--- config.mk ---
export PLATFORM = sky130hd
export DESIGN_NAME = core_seq_ctrl
export DESIGN_NICKNAME = d
export VERILOG_FILES = /design/src/rtl/core_pkg.sv /design/src/rtl/core_seq_inst_enc.sv /design/src/rtl/core_seq_ctrl.sv
export SDC_FILE = /design/constraint.sdc
export NUM_CORES = 1
export LEC_CHECK = 0
export ABC_CLOCK_PERIOD_IN_PS = 4500
export CAP_MARGIN = 0
export CORE_MARGIN = 4
export CORE_UTILIZATION = 40
export CTS_CLUSTER_SIZE = 10
export DETAILED_ROUTE_END_ITERATION = 8
export GPL_TIMING_DRIVEN = 0
export PLACE_DENSITY = 0.67
export SYNTH_ARGS = -nofsm -noshare
export SYNTH_HDL_FRONTEND = slang
export SYNTH_SLANG_ARGS = --single-unit
--- constraint.sdc ---
create_clock -name clk -period 4.5 [get_ports clk]
set_clock_uncertainty 0.2 [all_clocks]
set_input_delay 0.675 -clock clk [delete_from_list [all_inputs] [get_ports clk]]
set_output_delay 0.675 -clock clk [all_outputs]
set_load 0.02 [all_outputs]
--- src/rtl/core_pkg.sv ---
// Shared types and constants for the core sequencer: state encoding and the
// 34-bit core instruction field map.
package core_pkg;

   typedef enum logic [3:0] {
      ST_IDLE   = 4'd0,
      ST_W_L0   = 4'd1,
      ST_W_LOAD = 4'd2,
      ST_GAP    = 4'd3,
      ST_X_L0   = 4'd4,
      ST_EXEC   = 4'd5,
      ST_DRAIN  = 4'd6,
      ST_OFIFO  = 4'd7,
      ST_NEXT   = 4'd8,
      ST_DONE   = 4'd9
   } seq_state_e;

   localparam int INST_ACC       = 33;
   localparam int INST_CEN_PMEM  = 32;
   localparam int INST_WEN_PMEM  = 31;
   localparam int INST_A_PMEM_HI = 30;
   localparam int INST_A_PMEM_LO = 20;
   localparam int INST_CEN_XMEM  = 19;
   localparam int INST_WEN_XMEM  = 18;
   localparam int INST_A_XMEM_HI = 17;
   localparam int INST_A_XMEM_LO = 7;
   localparam int INST_OFIFO_RD  = 6;
   localparam int INST_IFIFO_WR  = 5;
   localparam int INST_IFIFO_RD  = 4;
   localparam int INST_L0_RD     = 3;
   localparam int INST_L0_WR     = 2;
   localparam int INST_EXECUTE   = 1;
   localparam int INST_LOAD      = 0;

   // Both memories disabled (chip enable and write enable are active-low).
   localparam logic [33:0] INST_IDLE = 34'h1_800C_0000;

endpackage

--- src/rtl/core_seq_inst_enc.sv ---
// Combinational packer of individual core control fields into the inst word.
module core_seq_inst_enc
   import core_pkg::*;
(
   input  logic        acc,
   input  logic        cen_pmem,
   input  logic        wen_pmem,
   input  logic [10:0] a_pmem,
   input  logic        cen_xmem,
   input  logic        wen_xmem,
   input  logic [10:0] a_xmem,
   input  logic        ofifo_rd,
   input  logic        ififo_wr,
   input  logic        ififo_rd,
   input  logic        l0_rd,
   input  logic        l0_wr,
   input  logic        execute,
   input  logic        load,
   output logic [33:0] inst
);

   // Place each field at its fixed bit position.
   always_comb begin
      inst                                = INST_IDLE;
      inst[INST_ACC]                      = acc;
      inst[INST_CEN_PMEM]                 = cen_pmem;
      inst[INST_WEN_PMEM]                 = wen_pmem;
      inst[INST_A_PMEM_HI:INST_A_PMEM_LO] = a_pmem;
      inst[INST_CEN_XMEM]                 = cen_xmem;
      inst[INST_WEN_XMEM]                 = wen_xmem;
      inst[INST_A_XMEM_HI:INST_A_XMEM_LO] = a_xmem;
      inst[INST_OFIFO_RD]                 = ofifo_rd;
      inst[INST_IFIFO_WR]                 = ififo_wr;
      inst[INST_IFIFO_RD]                 = ififo_rd;
      inst[INST_L0_RD]                    = l0_rd;
      inst[INST_L0_WR]                    = l0_wr;
      inst[INST_EXECUTE]                  = execute;
      inst[INST_LOAD]                     = load;
   end

endmodule

--- src/rtl/core_seq_ctrl.sv ---
// Sequencer driving core's inst word through load/execute/writeback per kernel index.
// Optional CORE_SEQ_CTRL_PERF_EN adds saturating busy-cycle and OFIFO-stall counters.
module core_seq_ctrl
   import core_pkg::*;
#(
   parameter int bw      = 4,
   parameter int col     = 8,
   parameter int row     = 8,
   parameter int len_nij = 36,
   parameter int len_kij = 9,
   parameter int gap     = 10,
   parameter int w_base  = 1024
) (
   input  logic        clk,
   input  logic        reset,
   input  logic        start,
   input  logic        ofifo_valid,
   output logic [33:0] inst,
   output logic        xw_mode,
   output logic        busy,
   output logic        done,
   output logic [3:0]  kij_idx
`ifdef CORE_SEQ_CTRL_PERF_EN
   ,
   output logic [15:0] perf_cycles,
   output logic [15:0] perf_stalls
`endif
);

   localparam logic [7:0] T_W_LAST     = 8'(col - 1);
   localparam logic [7:0] T_GAP_LAST   = 8'(gap - 1);
   localparam logic [7:0] T_NIJ_LAST   = 8'(len_nij - 1);
   localparam logic [7:0] T_DRAIN_LAST = 8'(col + row - 1);
   localparam logic [3:0] KIJ_LAST     = 4'(len_kij - 1);

   if (bw < 1 || len_kij < 1) begin : g_param_check
      $error("core_seq_ctrl: bw and len_kij must be at least 1");
   end

   seq_state_e  st_r, st_nxt_s;
   logic [7:0]  t_r, t_nxt_s;
   logic [3:0]  kij_r, kij_nxt_s;
   logic [33:0] inst_r, inst_nxt_s;
   logic        xw_r, xw_nxt_s;
   logic        busy_r, done_r;
   logic        busy_nxt_s;

   logic        cen_p_s, wen_p_s, cen_x_s;
   logic [10:0] a_p_s, a_x_s;
   logic        ofifo_rd_s, l0_rd_s, l0_wr_s, exe_s, load_s;

   // Next-state, phase counter and kernel index.
   always_comb begin
      st_nxt_s  = st_r;
      t_nxt_s   = t_r;
      kij_nxt_s = kij_r;
      case (st_r)
         ST_IDLE: begin
            if (start) begin
               st_nxt_s  = ST_W_L0;
               t_nxt_s   = 8'd0;
               kij_nxt_s = 4'd0;
            end else begin
               st_nxt_s = ST_IDLE;
            end
         end
         ST_W_L0: begin
            if (t_r == T_W_LAST) begin
               st_nxt_s = ST_W_LOAD;
               t_nxt_s  = 8'd0;
            end else begin
               t_nxt_s = t_r + 8'd1;
            end
         end
         ST_W_LOAD: begin
            if (t_r == T_W_LAST) begin
               st_nxt_s = ST_GAP;
               t_nxt_s  = 8'd0;
            end else begin
               t_nxt_s = t_r + 8'd1;
            end
         end
         ST_GAP: begin
            if (t_r == T_GAP_LAST) begin
               st_nxt_s = ST_X_L0;
               t_nxt_s  = 8'd0;
            end else begin
               t_nxt_s = t_r + 8'd1;
            end
         end
         ST_X_L0: begin
            if (t_r == T_NIJ_LAST) begin
               st_nxt_s = ST_EXEC;
               t_nxt_s  = 8'd0;
            end else begin
               t_nxt_s = t_r + 8'd1;
            end
         end
         ST_EXEC: begin
            if (t_r == T_NIJ_LAST) begin
               st_nxt_s = ST_DRAIN;
               t_nxt_s  = 8'd0;
            end else begin
               t_nxt_s = t_r + 8'd1;
            end
         end
         ST_DRAIN: begin
            if (t_r == T_DRAIN_LAST) begin
               st_nxt_s = ST_OFIFO;
               t_nxt_s  = 8'd0;
            end else begin
               t_nxt_s = t_r + 8'd1;
            end
         end
         ST_OFIFO: begin
            // Only accepted reads advance the writeback address.
            if (ofifo_valid) begin
               if (t_r == T_NIJ_LAST) begin
                  st_nxt_s = ST_NEXT;
                  t_nxt_s  = 8'd0;
               end else begin
                  t_nxt_s = t_r + 8'd1;
               end
            end else begin
               t_nxt_s = t_r;
            end
         end
         ST_NEXT: begin
            t_nxt_s = 8'd0;
            if (kij_r == KIJ_LAST) begin
               st_nxt_s = ST_DONE;
            end else begin
               st_nxt_s  = ST_W_L0;
               kij_nxt_s = kij_r + 4'd1;
            end
         end
         ST_DONE: begin
            st_nxt_s  = ST_IDLE;
            t_nxt_s   = 8'd0;
            kij_nxt_s = 4'd0;
         end
         default: begin
            st_nxt_s  = ST_IDLE;
            t_nxt_s   = 8'd0;
            kij_nxt_s = 4'd0;
         end
      endcase
   end

   // Instruction fields for the upcoming state, so the registered word lines up with it.
   always_comb begin
      cen_p_s    = 1'b1;
      wen_p_s    = 1'b1;
      a_p_s      = 11'd0;
      cen_x_s    = 1'b1;
      a_x_s      = 11'd0;
      ofifo_rd_s = 1'b0;
      l0_rd_s    = 1'b0;
      l0_wr_s    = 1'b0;
      exe_s      = 1'b0;
      load_s     = 1'b0;
      xw_nxt_s   = 1'b0;
      case (st_nxt_s)
         ST_W_L0: begin
            xw_nxt_s = 1'b1;
            cen_x_s  = 1'b0;
            a_x_s    = 11'(w_base + 32'(kij_nxt_s) * col + 32'(t_nxt_s));
            l0_wr_s  = 1'b1;
         end
         ST_W_LOAD: begin
            l0_rd_s = 1'b1;
            load_s  = 1'b1;
         end
         ST_X_L0: begin
            cen_x_s = 1'b0;
            a_x_s   = 11'(t_nxt_s);
            l0_wr_s = 1'b1;
         end
         ST_EXEC: begin
            exe_s   = 1'b1;
            l0_rd_s = 1'b1;
         end
         ST_OFIFO: begin
            ofifo_rd_s = 1'b1;
            cen_p_s    = 1'b0;
            wen_p_s    = 1'b0;
            a_p_s      = 11'(32'(kij_nxt_s) * len_nij + 32'(t_nxt_s));
         end
         default: begin
            xw_nxt_s = 1'b0;
         end
      endcase
   end

   assign busy_nxt_s = (st_nxt_s != ST_IDLE);

   core_seq_inst_enc u_enc (
      .acc      (1'b0),
      .cen_pmem (cen_p_s),
      .wen_pmem (wen_p_s),
      .a_pmem   (a_p_s),
      .cen_xmem (cen_x_s),
      .wen_xmem (1'b1),
      .a_xmem   (a_x_s),
      .ofifo_rd (ofifo_rd_s),
      .ififo_wr (1'b0),
      .ififo_rd (1'b0),
      .l0_rd    (l0_rd_s),
      .l0_wr    (l0_wr_s),
      .execute  (exe_s),
      .load     (load_s),
      .inst     (inst_nxt_s)
   );

   // State, counters and registered outputs.
   always_ff @(posedge clk) begin
      if (!reset) begin
         st_r   <= ST_IDLE;
         t_r    <= 8'd0;
         kij_r  <= 4'd0;
         inst_r <= INST_IDLE;
         xw_r   <= 1'b0;
         busy_r <= 1'b0;
         done_r <= 1'b0;
      end else begin
         st_r   <= st_nxt_s;
         t_r    <= t_nxt_s;
         kij_r  <= kij_nxt_s;
         inst_r <= inst_nxt_s;
         xw_r   <= xw_nxt_s;
         busy_r <= busy_nxt_s;
         done_r <= (st_nxt_s == ST_DONE);
      end
   end

   // A writeback slot without valid data must not read the OFIFO or write pmem.
   assign inst    = (st_r == ST_OFIFO && !ofifo_valid) ? INST_IDLE : inst_r;
   assign xw_mode = xw_r;
   assign busy    = busy_r;
   assign done    = done_r;
   assign kij_idx = kij_r;

`ifdef CORE_SEQ_CTRL_PERF_EN
   logic [15:0] perf_cycles_r, perf_stalls_r;

   // Saturating counters; the start cycle opens the count with the first busy cycle.
   always_ff @(posedge clk) begin
      if (!reset) begin
         perf_cycles_r <= 16'd0;
         perf_stalls_r <= 16'd0;
      end else if (st_r == ST_IDLE && start) begin
         perf_cycles_r <= 16'd1;
         perf_stalls_r <= 16'd0;
      end else begin
         if (busy_nxt_s && perf_cycles_r != 16'hFFFF) begin
            perf_cycles_r <= perf_cycles_r + 16'd1;
         end else begin
            perf_cycles_r <= perf_cycles_r;
         end
         if (st_r == ST_OFIFO && !ofifo_valid && perf_stalls_r != 16'hFFFF) begin
            perf_stalls_r <= perf_stalls_r + 16'd1;
         end else begin
            perf_stalls_r <= perf_stalls_r;
         end
      end
   end

   assign perf_cycles = perf_cycles_r;
   assign perf_stalls = perf_stalls_r;
`endif

endmodule
==> impl_metrics.csv <==
group,metric,value,unit
yosys,async_flop_share,0,%
sta,worst_slew_margin_rel,34.2,%
floorplan,num_rows,30,
setup_path,reg2reg_slack,420,ps
global_route,track_usage,16.1,%
floorplan,coreArea,0.00676,mm^2
placement,post-dp-hpwl,5220,um
setup_path,r2r-start,"st_r[3]",
cells_and_area,drive_above_1_share,9.45,%
placement,dp_cells,453,
yosys,yosys_warnings,0,
cts,root_buffer,"clkbuf_8",
drt,drt_iter0_drc,107,
global_route,first_global_vias,2310,
sta,finalSetupViolations,0,
setup_path,path_max_fanout,10,
setup_path,setup.worst_path.end_class,"primary output",
sta,hold_viol,0,
setup_path,cp.arrival,3370,ps
cells_and_area,final_core_util,50.1,%
pwr,cellLeakagePower,1.47,nW
pwr,p_per_area,240,mW/mm^2
sta,hold-worst-slack,398,ps
cts,cts_tree,"done",
drt,wl_met2,3430,um
drt,routedLengthMet1,2830,um
yosys,syn_inst,331,
setup_path,cp.required,3620,ps
global_route,grt_pass1_wl,10800,um
sta,layout_min_cycle_time,4250,ps
cts,clk_latency,300,ps
drt,via_per_inst,5.32,
floorplan,die_h,91.1,um
global_route,grt.overflow.total,0,
floorplan,dieArea,0.00830,mm^2
cts,cts-hold-fix-buffers,0,
yosys,synth_area,0.00276,mm^2
drt,wl_met3,321,um
worst_hold_path,whs_path_depth,2,
sta,tns,0,ps
yosys,synth-seq-cells,47,
setup_path,path_class,"in -> out",
sta,rsz0062_at_grt,"false",
cts,clkTransAtPathRegs,90,ps
worst_hold_path,hold_class,"reg -> reg",
setup_path,cp_slowest_cell,"nor3_1",
floorplan,die_w,91.1,um
setup_path,path_buf_inv,4,
cells_and_area,final_cell_mix,"47 x nor2_1, 47 x dfxtp_1, 39 x clkdlybuf4s50_1, 35 x nor2b_1, 18 x inv_1",
setup_path,cp_common_cell,"clkdlybuf4s50_1",
drt,ant_nets,0,
sta,tightest_slew,980,ps
yosys,seq_area_frac_synth,34.0,%
drt,via_count,2452,
cells_and_area,diodes,0,
job,maxCapViolCount,0,
drt,post-route-drc-count,0,
placement,gp_congestion,0.850,
setup_path,crit_family,"buffers and inverters",
setup_path,critPathLaunchType,"primary input",
drt,wl_per_cell,14.5,um
sta,max_clock_freq,0.235,GHz
drt,top_layer,"met4",
worst_hold_path,min_to,"t_r[2]",
cts,cts_made_buffers,5,
global_route,grt_max_degree,17,
sta,min_period_over_period,94.4,%
drt,dr.pass1.iters,4,
cts,cts.sinks,47,
setup_path,cpPeakStageDelay,860,ps
drt,drt-total-wl,6680,um
yosys,synth_edf_count,0,
outcome,status,"completed",
pwr,peakVddDrop,0.000112,V
placement,port_buffers,39,
setup_path,r2r-end,"inst_r[29]",
global_route,antenna_found_initial,0,
cts,cts.path.max_buffers,2,
floorplan,pin_count,45,
yosys,ys_types,63,
setup_path,reg2reg_depth,14,
cells_and_area,final_cells,461,
cells_and_area,final_nets,401,
pwr,finalPower,0.000813,W
yosys,dominantRegCellSynth,"dfxtp_1",
cts,cts-htree-levels,2,
floorplan,initial_core_util,40.9,%
setup_path,crit_chain,"clkdlybuf4s50_1, nor3_1, clkbuf_1, or2_2, buf_4, clkdlybuf4s50_1",
sta,slew_viol_final,0,
worst_hold_path,hp-start,"t_r[2]",
yosys,synth.avg_cell_area,8.35,um^2
cells_and_area,syn_to_final_growth,22.5,%
cells_and_area,fillers,650,
==> cells in the mapped netlist (all sizes together), types with 3 or more instances <==
cell,number,share of area [%]
dfxtp,47,34
nor2,47,6.4
nor2b,35,7.9
inv,18,2.4
ha,16,7.2
nand2,16,2.2
buf,13,2.9
o21ai,12,2.2
nor3,11,2.0
a21oi,10,1.8
and2,10,2.3
a31oi,5,1.1
and3,5,1.1
clkbuf,5,0.68
nand2b,5,1.1
or2,5,1.1
mux2,4,1.6
nand3,4,0.72
o21a,4,1.1
xnor2,4,1.3
xor2,4,1.3
a21o,3,0.81
a22oi,3,0.81
nor3b,3,0.81
o22ai,3,0.68
==> kinds of logic after synthesis <==
kind of cell,synth area share [%]
and+or+nand+nor,29.8
AOI/OAI and AO/OA,17.4
DFF,34.0
buffers and inverters,5.98
adders and majority gates,7.97
xor gates and xnor gates,2.53
muxes,1.99
other,0.272
==> metal layers <==
layer  vias to the layer above  global-route usage, %
li1                       1228                      -
met1                      1157                   18.7
met2                        57                   29.5
met3                        10                   2.65
met4                         0                   5.40
met5                         -                      0
==> sequential cells by signal, indices dropped and copies added, names as in the netlist <==
| name | count |
|---|---|
| busy | 1 |
| done | 1 |
| kij_idx | 4 |
| t_r | 8 |
| xw_mode | 1 |
| st_r | 4 |
| inst_r | 28 |
==> per-stage QoR <==
step | setup WS, ps | area [um^2]
finish | 252 | 3390
global placement | 172 | 3270
CTS | 141 | 3380
floorplan | 859 | 2780
detailed placement | 137 | 3270
global route | 17.2 | 3390
==> where the power goes <==
part	switching [W]	total [W]	internal (W)
Combinational	0.0000429	0.0000705	0.0000276
Clock	0.000150	0.000319	0.000168
Sequential	0.00000221	0.000424	0.000422
Total	0.000195	0.000813	0.000618
==> tightest hold or removal path, delay by kind of cell (launching register included) <==
kind	cells	cell delay, ps
compound gates	1	70
flops	1	370
simple gates	1	120
==> cell type report <==
class,instances,area [um^2],area share [%]
inverters,18,67.6,1.99
plain buffers,18,97.6,2.88
multi-input cells,251,1670,49.4
clock inverters,3,47.5,1.40
flip-flops and latches,47,941,27.8
repair buffers,39,390,11.5
clock buffers,5,68.8,2.03
well taps,80,100,2.96
==> what timing repair did <==
action,CTS,global route
gates resized for setup,0,1
setup buffers,0,0
endpoints found under the setup margin,0,1
==> how the worst max path moves through the flow <==
stage	from	to	cells after the start
6_report	ofifo_valid	inst[32]	6
5_1_grt	ofifo_valid	inst[32]	6
4_1_cts	ofifo_valid	inst[32]	6
3_5_place_dp	ofifo_valid	inst_r[29]	15
3_3_place_gp	ofifo_valid	inst_r[29]	15
2_1_floorplan	t_r[4]	inst_r[29]	15
No activity file was read; power rests on OpenSTA's default activity.
